### src/rtl/regfile_scoreboard.sv
// Pipeline register file with two bypassed read ports, a debug port and a
// per-register write-pending scoreboard that flags hazards to decode.
module regfile_scoreboard #(
  parameter int DATA_WIDTH = 32,
  parameter int ADDR_WIDTH = 5
) (
  input  logic                  clock,
  input  logic                  reset,
  input  logic                  write_enable,
  input  logic [ADDR_WIDTH-1:0] write_address,
  input  logic [DATA_WIDTH-1:0] write_data_in,
  input  logic [ADDR_WIDTH-1:0] read_address_1,
  input  logic [ADDR_WIDTH-1:0] read_address_2,
  output logic [DATA_WIDTH-1:0] data_out_1,
  output logic [DATA_WIDTH-1:0] data_out_2,
  output logic                  hazard_1,
  output logic                  hazard_2,
  input  logic                  issue_valid,
  input  logic [ADDR_WIDTH-1:0] issue_address,
  input  logic [ADDR_WIDTH-1:0] read_address_debug,
  output logic [DATA_WIDTH-1:0] data_out_debug,
  output logic                  busy_out_debug
);

  localparam int NUM_REGS = 2 ** ADDR_WIDTH;

  logic [DATA_WIDTH-1:0] regs [NUM_REGS];
  logic [NUM_REGS-1:0]   busy;
  logic [NUM_REGS-1:0]   busy_next;

  logic                  write_hit;
  logic [DATA_WIDTH-1:0] rd_1;
  logic [DATA_WIDTH-1:0] rd_2;
  logic [DATA_WIDTH-1:0] rd_debug;

  assign write_hit = write_enable && (write_address != '0);

  // Bypass: a same-cycle write to the read address supplies the data directly.
  assign rd_1 = (read_address_1 == '0) ? '0 :
                (write_enable && write_address == read_address_1) ? write_data_in :
                regs[read_address_1];
  assign rd_2 = (read_address_2 == '0) ? '0 :
                (write_enable && write_address == read_address_2) ? write_data_in :
                regs[read_address_2];
  assign rd_debug = (read_address_debug == '0) ? '0 :
                    (write_enable && write_address == read_address_debug) ? write_data_in :
                    regs[read_address_debug];

  // NOTE: every variable driven in always_comb gets a default first, so no latch is inferred.
  always_comb begin
    busy_next = busy;
    if (write_enable) busy_next[write_address] = 1'b0;
    if (issue_valid)  busy_next[issue_address] = 1'b1;  // set wins over clear
    busy_next[0] = 1'b0;
  end

  assign hazard_1 = busy[read_address_1] && (read_address_1 != '0) &&
                    !(write_enable && write_address == read_address_1);
  assign hazard_2 = busy[read_address_2] && (read_address_2 != '0) &&
                    !(write_enable && write_address == read_address_2);

  // NOTE: the array is reset because the register file must read back zero after reset;
  // that rules out RAM inference, which is acceptable at these sizes.
  // NOTE: sequential state uses non-blocking assignments only.
  always_ff @(posedge clock or negedge reset) begin
    if (!reset) begin
      for (int i = 0; i < NUM_REGS; i++) regs[i] <= '0;
      busy           <= '0;
      data_out_1     <= '0;
      data_out_2     <= '0;
      data_out_debug <= '0;
      busy_out_debug <= 1'b0;
    end else begin
      if (write_hit) regs[write_address] <= write_data_in;
      busy           <= busy_next;
      data_out_1     <= rd_1;
      data_out_2     <= rd_2;
      data_out_debug <= rd_debug;
      busy_out_debug <= busy_next[read_address_debug];
    end
  end

endmodule

### config.mk
export PLATFORM = sky130hd
export DESIGN_NAME = regfile_scoreboard
export DESIGN_NICKNAME = d
export VERILOG_FILES = /design/src/rtl/regfile_scoreboard.sv
export SDC_FILE = /design/constraint.sdc
export NUM_CORES = 2
export LEC_CHECK = 0
export CAP_MARGIN = 20
export CORE_AREA = 8 8 355 357
export CTS_CLUSTER_DIAMETER = 50
export CTS_CLUSTER_SIZE = 14
export DETAILED_ROUTE_END_ITERATION = 12
export DIE_AREA = 0 0 363 365
export PLACE_DENSITY = 0.77
export SLEW_MARGIN = 20
export SYNTH_ARGS = -nofsm -noshare
export SYNTH_HDL_FRONTEND = slang
export SYNTH_SLANG_ARGS = --single-unit
### constraint.sdc
create_clock -name clock -period 1.9 [get_ports clock]
set_input_delay 0.19 -clock clock [delete_from_list [all_inputs] [get_ports clock]]
set_output_delay 0.19 -clock clock [all_outputs]
set_load 0.01 [all_outputs]
# After elaboration in Yosys (flattened, before gate mapping)
# Index checks and enable logic that the tools add are counted.
[word_totals]
register_bits = 1152
[op_classes]
n_eq_ne = 3
bitwise = 7
n_mux = 30
n_lt_le_gt_ge = 12
reduce_logical = 19
[ops]
columns = ["cell", "n"]
rows = [
  ["$bwmux W1024", 1],
  ["$bmux W32 S5", 3],
  ["$mux W32", 15],
  ["$demux W32 S5", 1],
  ["$and A32 B32 Y32", 1],
  ["$not A32 Y32", 1],
  ["$or A32 B32 Y32", 1],
  ["$lt A5 B6 Y1 const B", 5],
  ["$ge A6 B6 Y1 const B", 4],
  ["$not A5 Y6", 4],
  ["$bmux W1 S5", 3],
  ["$eq A5 B5 Y1", 3],
  ["$logic_not A5 Y1", 3],
  ["$reduce_bool A5 Y1", 3],
  ["$logic_and A1 B1 Y1", 11],
  ["$demux W1 S5", 2],
  ["$ge A5 B1 Y1 const B", 2],
  ["$lt A6 B1 Y1 const B", 1],
  ["$mux W1", 5],
  ["$logic_not A1 Y1", 2],
]

# Logic depth before layout (Yosys ltp)
[depth]
depth_word = 11
ltp_mapped = 10
depth_no_buf = 6

# Worst setup path after synthesis
# OpenSTA, ideal clock, no wires.
[synth_path]
kind = "input to register"
start = "input read_address_debug[0]"
end = "register data_out_debug[0]"
t_arrival_ns = 2.038
path_stages = 7
slack_ns = -0.282
path_buffers = 3
cell_sequence = "buf_2 clkbuf_1 buf_2 mux4_2 mux4_2 mux2i_1 a211oi_1"
[synth_between]
elab_chain_len = 6
[synth_lines]
columns = ["element", "line", "source"]
rows = [
  ["start: declaration", "20", "input logic [ADDR_WIDTH-1:0] read_address_debug,"],
  ["$not A5 Y6 (implied by the code)", "47", "regs[read_address_debug];"],
  ["$bmux W32 S5", "47", ""],
  ["$mux W32 (implied by the code) (2 in a row)", "47", ""],
  ["$mux W32", "46", "(write_enable && write_address == read_address_debug) ? write_data_in :"],
  ["$mux W32 *", "45", "assign rd_debug = (read_address_debug == '0) ? '0 :"],
  ["net rd_debug[0]", "34", "logic [DATA_WIDTH-1:0] rd_debug;"],
  ["end signal: assignment", "78", "data_out_debug <= rd_debug;"],
  ["end: declaration", "21", "output logic [DATA_WIDTH-1:0] data_out_debug,"],
]
# The timed path passes the listed nets; every way through them passes the cells marked *. The select of a mux whose other input is x is not followed.
# A chain may end at the register's enable or synchronous reset.

# Final worst setup path
[layout_path]
start = "register busy[17]"
end = "output hazard_2"
[layout_between]
elab_chain_len = 4
[layout_lines]
columns = ["element", "line", "source"]
rows = [
  ["start: declaration", "28", "logic [NUM_REGS-1:0] busy;"],
  ["start signal: assignment", "75", "busy <= busy_next;"],
  ["$bmux W1 S5", "59", "assign hazard_2 = busy[read_address_2] && (read_address_2 != '0) &&"],
  ["$mux W1 (implied by the code)", "59", ""],
  ["$logic_and A1 B1 Y1 (2 in a row)", "59", ""],
  ["end: declaration", "17", "output logic hazard_2,"],
]
# No other way between the ends. The select of a mux whose other input is x is not followed.

==> impl_metrics.tcl <==
set metrics [dict create \
    utilization_pct 68.92 \
    power.density_nw_per_um2 996.2 \
    dp_hpwl_mm 152.9 \
    cp_slowest_cell "mux4_2" \
    layout-drive-gt1-share_pct 58.00 \
    synth_compound_area_share_pct 4.217 \
    drt.antenna.violating_nets 0 \
    drv_slew 0 \
    clock_power_share_pct 32.7 \
    power.leakage_nw 35.80 \
    critPathMostFrequentCell "mux4_2" \
    critPathTopFamily "multiplexers" \
    skew_ns 0.03539 \
    comb_power_share_pct 26.6 \
    yosysMostFrequentCell "dfrtp_1" \
    ys_seq_elements 1152 \
    syn_area_per_cell_um2 15.18 \
    grt_pass1_vias 51200 \
    path_class "reg -> out" \
    p_seq_share_pct 40.7 \
    synth_xor_area_share_pct 0.1933 \
    worst_hold_slack_ns 0.1477 \
    grt_setup_unrepaired "true" \
    intPower_mw 58.79 \
    wl_per_cell_um 34.01 \
    synth-edff-count 0 \
    ys_types 53 \
    cts.clk_slew.worst_paths_ns 0.06 \
    synth_top_cell_by_area "dfrtp_1" \
    worst_slack_ns -0.8636 \
    end_kind "output port" \
    dieArea_um2 132500 \
    io_pins 160 \
    grt_max_degree 112 \
    peakVddDrop_v 0.0008915 \
    grt_overflow 0 \
    htree_levels 4 \
    arrival_ns 2.57 \
    grt_pass1_wl_mm 341.7 \
    die_y_um 365 \
    antenna_found_initial 1 \
    drt-total-wl_mm 230.1 \
    final_net_count 5100 \
    synthTopCellsByArea "dfrtp_1 (42%), mux4_2 (27%), mux2_2 (16%)" \
    worstMarginPinSlew_ns 0.7707 \
    rows 128 \
    switching_share_pct 29.00 \
    syn2layout_area_growth_pct 22.27 \
    cp_cell_sequence "mux4_2, mux4_2, mux2i_2, nor2_2, buf_2" \
    cts_root_buf "clkbuf_16" \
    initial_core_util_pct 56.37 \
    ys_top_cells_by_count "dfrtp_1 (1,152), mux2_2 (996), mux4_2 (828)" \
    finalHoldViolCount 0 \
    vias 49020 \
    synth_simple_gate_area_share_pct 1.662 \
    drt-initial-drc-count 6167 \
    remaining_drc_errors 0 \
    seq_area_frac_synth_pct 42.41 \
    yosysWarningCount 0 \
    netlist.area_leader.share_pct 42.41 \
    fin_setup_tns_ns -1.951 \
    gp_congestion 0.9470 \
    status "complete, but fails checks" \
    switching_power_mw 24.01 \
    violations "setup timing" \
    max_cap_viol_count 0 \
    relSlewSlack_pct 48.62 \
    track_usage_pct 34.70 \
    cts_buffer_depth 3 \
    io_buffer_count 159 \
    synth_ff_type "dfrtp_1" \
    slowest_delay_ns 0.49 \
    hp-class "in -> reg" \
    setup_viol 10 \
    crit_required_ns 1.71 \
    fin_crit_sh_pct 145.5 \
    yosys.area_share.adder_pct 0 \
    syn_area_um2 67980 \
    cts_sinks 1152 \
    numCtsBuffers 135 \
    vias_per_cell 7.245 \
    synthCells 4477 \
    post-route-min-period_ns 2.764 \
    path_max_fanout 3 \
    async_flop_share_pct 100.0 \
    muxShareOfSynthArea_pct 48.07 \
    cts_tree "done" \
    core_area_um2 120600 \
    worstSetupStartpointType "flop" \
    synth_nets 4538 \
    antenna-diode-count 0 \
    die_x_um 363 \
    clk-insertion-delay-late_ns 0.76 \
    synth_top_family_by_area "multiplexers" \
    fmax_ghz 0.3618 \
    path_buf_inv 1 \
    first_pass_iters 6 \
]
[tightest hold or removal path: cells and delay by family]
family,cells,cell delay [ns]
buffers and inverters,2,0.33
AOI/OAI and AO/OA,2,0.28
[power groups by stage]
stage,registers [mW],logic [mW],clock network [mW]
after floorplan,32.7,13.9,0
after global placement,33.4,20.6,0
after detailed placement,33.9,21.2,0
after CTS,33.5,21.6,27.3
after global routing,34.3,23.1,28.3
final,33.7,22.0,27.1
[metal layers]
layer / track usage, % / vias to the layer above / share of wire, %
met3: 10.22 / 907 / 12
met2: 52.51 / 3414 / 46
met5: 0 / - / 0.0052
met4: 21.58 / 2 / 7.2
li1: - / 19010 / -
met1: 44.31 / 25680 / 35
[worst paths after layout]
check,startpoint,endpoint,slack [ns],cells past startpoint
setup reg to reg,regs[129],data_out_debug[1],-0.08,5
max in group asynchronous,reset,regs[178],1.01,4
hold reg to reg,regs[1023],regs[1023],0.42,0
hold / removal,read_address_2[4],data_out_2[1],0.15,4
min in group asynchronous,reset,data_out_debug[28],0.16,3
setup / recovery,busy[17],hazard_2,-0.86,5
[per-stage QoR]
stage	std cells	cell area (um^2)	power, mW	setup slack (ns)
final	6766	83120	82.80	-0.8636
after global routing	6766	83120	85.69	-0.9045
after CTS	6756	82730	82.35	-0.9035
after detailed placement	6500	77840	55.07	-0.8604
after global placement	6500	77840	54.01	-0.8915
after floorplan	4477	68720	46.64	-0.04336
[timing repair]
| action | in CTS | in global routing |
|---|---|---|
| resized for setup | 67 | 68 |
| hold buffers | 2 | 0 |
| pin swaps | 17 | 18 |
| endpoints found under the setup margin | 45 | 54 |
| hold endpoints to repair | 1106 | 0 |
| setup buffers | 24 | 14 |
[registers in the layout, indices dropped and copies added (netlist names)]
name and flops:
regs 1024, data_out_1 32, data_out_2 32, data_out_debug 32, busy 31, busy_out_debug 1
[cell type report]
cell class	instances	area [um^2]
Multi-Input combinational cell	2779	37530
Fill cell	7765	37480
Sequential cell	1152	28830
Timing Repair Buffer	958	10050
Clock buffer	162	3676
Tap cell	1625	2033
Clock inverter	77	947.2
Inverter	13	56.30
[cells in the final DEF, fill, tap and decap left out, drive strengths merged, types with 4 or more instances in the layout]
master	n
dfrtp	1152
mux2	996
mux4	828
buf	815
mux2i	281
clkbuf	162
clkdlybuf4s50	117
o21ai	96
nor2	95
a221oi	87
nand2	77
a211oi	53
a22oi	47
a21oi	47
clkinv	35
o211ai	31
o22ai	31
inv	30
dlygate4sd2	21
bufinv	14
and2	14
a22o	13
xor2	12
nand4	11
clkinvlp	11
nor3	6
nor2b	6
nand3	6
nor3b	5
and3b	4
nand2b	4
[cells by family (layout without fill, tap and decap cells)]
kind of cell           count (synthesis)  count (layout)
AO/OA/AOI/OAI                        416             416
multiplexers                        2105            2105
XOR/XNOR                              15              15
flip-flops                          1152            1152
AND/OR/NAND/NOR                      243             243
buffers and inverters                546            1210
Power figures use the tool's default switching activity.
